File: config.mk
export PLATFORM = sky130hd
export DESIGN_NAME = gf_poly_reducer
export DESIGN_NICKNAME = d
export VERILOG_FILES = /design/src/rtl/gf_poly_reducer.sv
export SDC_FILE = /design/constraint.sdc
export NUM_CORES = 1
export LEC_CHECK = 0
export BUFFER_PORTS_ARGS = -buffer_cell sky130_fd_sc_hd__clkbuf_2
export CAP_MARGIN = 15
export CORE_MARGIN = 1
export CORE_UTILIZATION = 40
export CTS_BUF_LIST = sky130_fd_sc_hd__clkbuf_8 sky130_fd_sc_hd__clkbuf_16
export DETAILED_ROUTE_END_ITERATION = 8
export GPL_TIMING_DRIVEN = 0
export SKIP_CTS_REPAIR_TIMING = 1
export SYNTH_ARGS = -nofsm -noshare
export SYNTH_HDL_FRONTEND = slang
export SYNTH_SLANG_ARGS = --single-unit
File: constraint.sdc
create_clock -name clk -period 2.9 [get_ports clk]
set_input_delay 0.29 -clock clk [delete_from_list [all_inputs] [get_ports clk]]
set_output_delay 0.29 -clock clk [all_outputs]
set_load 0.01 [all_outputs]
File: src/rtl/gf_poly_reducer.sv
// -----------------------------------------------------------------------------
// gf_poly_reducer
//
// Post-multiplier stage for a GF(2^N) / integer multiplier. In reduce mode it
// takes a 2N-bit carry-less product and reduces it modulo POLY one bit
// position per clock, highest bit first, always spending exactly N cycles so
// the latency does not depend on the data. In bypass mode the integer product
// is passed straight through. One item is in flight at a time.
//
// Ports
//   clk        clock, all state changes on the rising edge
//   rst        asynchronous active-high reset
//   in_valid   upstream product is valid
//   in_ready   block can accept a product (IDLE only)
//   gf_option  1 = reduce modulo POLY, 0 = bypass integer product
//   prod       2N-bit product from the multiplier stage
//   out_valid  out holds a completed result (DONE only)
//   out_ready  downstream accepts out
//   out        result; remainder register, upper N bits zero in reduce mode
//   busy       high while reduction steps are running
// -----------------------------------------------------------------------------
module gf_poly_reducer #(
  parameter int                  DATA_WIDTH = 4,
  parameter logic [DATA_WIDTH:0] POLY       = 5'b10011
) (
  input  logic                      clk,
  input  logic                      rst,
  input  logic                      in_valid,
  output logic                      in_ready,
  input  logic                      gf_option,
  input  logic [2*DATA_WIDTH-1:0]   prod,
  output logic                      out_valid,
  input  logic                      out_ready,
  output logic [2*DATA_WIDTH-1:0]   out,
  output logic                      busy
);

  localparam int N  = DATA_WIDTH;
  localparam int PW = 2 * N;
  localparam int IW = (PW > 1) ? $clog2(PW) : 1;
  localparam int OW = (N > 1) ? $clog2(N) : 1;

  // A reduction polynomial without its leading term would make the
  // bit-by-bit reduction below meaningless, so refuse to build.
  generate
    if (POLY[N] != 1'b1) begin : g_poly_check
      $error("gf_poly_reducer: POLY must have its degree-N bit set");
    end
  endgenerate

  typedef enum logic [1:0] {
    IDLE   = 2'd0,
    REDUCE = 2'd1,
    DONE   = 2'd2
  } state_t;

  state_t          state_reg;
  logic [PW-1:0]   rem_reg;
  logic [IW-1:0]   idx_reg;
  logic            mode_reg;

  // POLY aligned so that its leading term sits on each bit position N..2N-1.
  logic [PW-1:0]   poly_shift [N];

  generate
    for (genvar gi = 0; gi < N; gi++) begin : g_poly_shift
      assign poly_shift[gi] = PW'(POLY) << gi;
    end
  endgenerate

  logic [OW-1:0]   shift_sel;
  logic            do_xor;
  logic            last_step;
  logic [PW-1:0]   rem_step;

  always_comb begin
    shift_sel = OW'(idx_reg - IW'(N));
    // Only a reduce-mode item ever reaches REDUCE; the mode flag keeps a
    // bypass value from being altered should that ever not hold.
    do_xor    = mode_reg && rem_reg[idx_reg];
    last_step = (idx_reg == IW'(N));
    rem_step  = do_xor ? (rem_reg ^ poly_shift[shift_sel]) : rem_reg;
  end

  // Single state machine; in_ready/out_valid/busy are registered alongside
  // the state so they always agree with it.
  always_ff @(posedge clk or posedge rst) begin
    if (rst) begin
      state_reg <= IDLE;
      rem_reg   <= '0;
      idx_reg   <= IW'(PW - 1);
      mode_reg  <= 1'b0;
      in_ready  <= 1'b1;
      out_valid <= 1'b0;
      busy      <= 1'b0;
    end else begin
      case (state_reg)
        IDLE: begin
          if (in_valid) begin
            rem_reg  <= prod;
            mode_reg <= gf_option;
            idx_reg  <= IW'(PW - 1);
            in_ready <= 1'b0;
            if (gf_option) begin
              state_reg <= REDUCE;
              busy      <= 1'b1;
            end else begin
              state_reg <= DONE;
              out_valid <= 1'b1;
            end
          end
        end

        REDUCE: begin
          rem_reg <= rem_step;
          if (last_step) begin
            // No early exit: the i=N step always runs, even when the
            // upper bits are already clear.
            state_reg <= DONE;
            busy      <= 1'b0;
            out_valid <= 1'b1;
            idx_reg   <= IW'(PW - 1);
          end else begin
            idx_reg <= idx_reg - 1'b1;
          end
        end

        DONE: begin
          if (out_ready) begin
            state_reg <= IDLE;
            out_valid <= 1'b0;
            in_ready  <= 1'b1;
          end
        end

        default: begin
          state_reg <= IDLE;
          in_ready  <= 1'b1;
          out_valid <= 1'b0;
          busy      <= 1'b0;
        end
      endcase
    end
  end

  assign out = rem_reg;

endmodule

==> flow_summary.ini <==
[run_status]
outcome = finished clean

[clocking]
clk_latency_ns = 0.25
cts_root_buf = clkbuf_8
h-tree-depth = 1
clk_pin_slew_ns = 0.07
cts_tree = done
clock_sinks = 17
cts_buffers = 3
cts_buffer_depth = 2

[sta]
worst_slew_pin_slew_ns = 0.668
finClkSkew_ns = 0.00205
maxSlewViolCount = 0
relSlewSlack = 0.554
period_needed_ns = 2.00
rsz0062_at_grt = no
fin_crit_sh = 0.689
hold_viol = 0
fmax_ghz = 0.500
setup_viol = 0
setup_ws_ns = 0.901
tns_ns = 0

[die]
dieArea_sq_mm = 0.00317
die_w_microns = 56.3
num_rows = 19
initial_core_util = 0.425
die_h_microns = 56.3
io_pins = 24
core_region_area_sq_mm = 0.00278

[worst_setup_path]
r2r_slack_ns = 0.90
cp_max_fo = 10
critPathCaptureType = register
endpoint = out[4]$_DFFE_PP0P_
ff2ff_path_depth = 6
start_kind = register
crit_required_ns = 3.04
crit-reg2reg-launch = idx_reg[1]$_DFFE_PP1P_
startpoint = idx_reg[1]$_DFFE_PP1P_
path_class = register to register
regToRegEndpoint = out[4]$_DFFE_PP0P_
arrival_ns = 2.14

[yosys]
synth-seq-cells = 17
synth_edf_count = 0
seq_area_frac_synth = 0.364
yosysWarnings = 0
async_flop_share = 1.00
ys.flop_type = dfrtp_1
synthesis.area_sq_mm = 0.00118
synth_cell_types = 33
syn-instance-count = 138
syn_avg_cell_area_sq_um = 8.56
synth_fp_nets = 157

[min_path]
hold_class = primary input to async pin

[grt]
gr-total-overflow = 0
grt_pass1_vias = 1134
grt_usage = 0.198
grt_max_degree = 18
grt_pass1_wl_mm = 4.97
antenna_found_initial = 0

[cells_and_area]
fin_nets = 185
finalInstanceArea_sq_mm = 0.00138
fillerInstances = 285
mostFrequentLayoutCells = clkbuf_2, nand2_1, nor2_1, dfrtp_1, a211oi_1
syn_to_final_growth_pct = 16.9
largest_reg_flops = 8
drive_gt1_frac = 0.224
final_common_cell = clkbuf_2
antennaDiodeCount = 0

[detailed_routing]
vias = 1130
top_layer_used = met4
met2RoutedLength_mm = 1.44
postRouteAntennaNets = 0
firstDrtPassIters = 4
drt_wl_total_mm = 2.94
wire_per_inst_microns = 15.0
drcViolationCount = 0
met3_length_microns = 87
drtIter0Drc = 50
vias_per_cell = 5.77
m1WireLength_mm = 1.39

[power_and_ir_drop]
p_seq_frac = 0.300
ir_drop_v = 0.000612
cellLeakagePower_nw = 0.649
combPwrFrac = 0.593
p_int_w = 0.000901
total_power_w = 0.00167
p_per_area_mw_per_mm2 = 1210
switchingPower_w = 0.000769
switching_share = 0.461
p_clk_frac = 0.107

[placed_design]
postPlaceCellArea_sq_mm = 0.00134
preCtsSetupSlack_ns = 0.919
io_buffers = 23
place_congestion = 0.845
dp_hpwl_mm = 2.14

[flow_run]
drv_cap = 0
[cells by family after synthesis]
logic type / synth area share
fa+ha+maj: 0.0636
compound gates: 0.267
buf+inv: 0.0688
flops: 0.364
simple gates: 0.209
mux: 0.0275
[cell type report]
class | instances | area (sq um) | share of cell area
clock inverter | 1 | 5.00 | 0.00362
sequential | 17 | 430 | 0.312
timing repair buffer | 23 | 115 | 0.0833
multi-input combinational | 104 | 669 | 0.485
buffer | 11 | 58.8 | 0.0426
tap | 31 | 38.8 | 0.0281
inverter | 6 | 22.5 | 0.0163
clock buffer | 3 | 41.3 | 0.0299
[power groups by stage]
stage,Clock (W),Combinational (W),Sequential [W]
2_1_floorplan,0,0.000703,0.000508
3_3_place_gp,0,0.000960,0.000497
3_5_place_dp,0,0.000982,0.000505
4_1_cts,0.000184,0.000989,0.000499
5_1_grt,0.000196,0.00110,0.000520
6_report,0.000179,0.000991,0.000501
[how the worst min path moves through the flow]
stage	endpoint	slack [ns]
2_1_floorplan	busy$_DFFE_PP0P_	0.21
3_3_place_gp	out_valid$_DFFE_PP0P_	0.40
3_5_place_dp	out_valid$_DFFE_PP0P_	0.42
4_1_cts	out_valid$_DFFE_PP0P_	0.14
5_1_grt	out_valid$_DFFE_PP0P_	0.17
6_report	out[7]$_DFFE_PP0P_	0.11
[Yosys cell counts (3+ instances only)]
library cell	number	area share
a211oi_1	12	0.076
a21oi_1	8	0.034
a22oi_1	3	0.019
a2bb2oi_1	3	0.022
clkbuf_1	7	0.022
dfrtp_1	13	0.28
dfstp_2	4	0.089
ha_1	6	0.064
inv_1	6	0.019
nand2_1	15	0.048
nand2b_1	5	0.026
nor2_1	13	0.041
nor2b_1	3	0.016
nor3_1	4	0.017
o21ai_0	7	0.030
o22ai_1	7	0.037
[metrics by stage]
| step | cells | hold WS [ns] | utilization |
|---|---|---|---|
| after floorplan | 138 | 0.213 | - |
| after global placement | 192 | 0.402 | 0.480 |
| after detailed placement | 192 | 0.416 | 0.480 |
| after CTS | 196 | 0.142 | 0.497 |
| after global routing | 196 | 0.175 | 0.497 |
| final | 196 | 0.107 | 0.497 |
[layer usage]
metal	global-route usage	vias to the layer above
met5	0	-
met4	0.0976	0
met3	0.0346	4
met2	0.308	22
met1	0.266	557
li1	-	547
[worst max-delay path, stage by stage, from the launching register on]
cell and delay (ns):
dfstp_2 0.56, buf_6 0.13, mux4_2 0.50, nand2b_4 0.16, buf_6 0.14, and3_1 0.15, a211o_1 0.26
No activity file was read; power rests on OpenSTA's default activity.
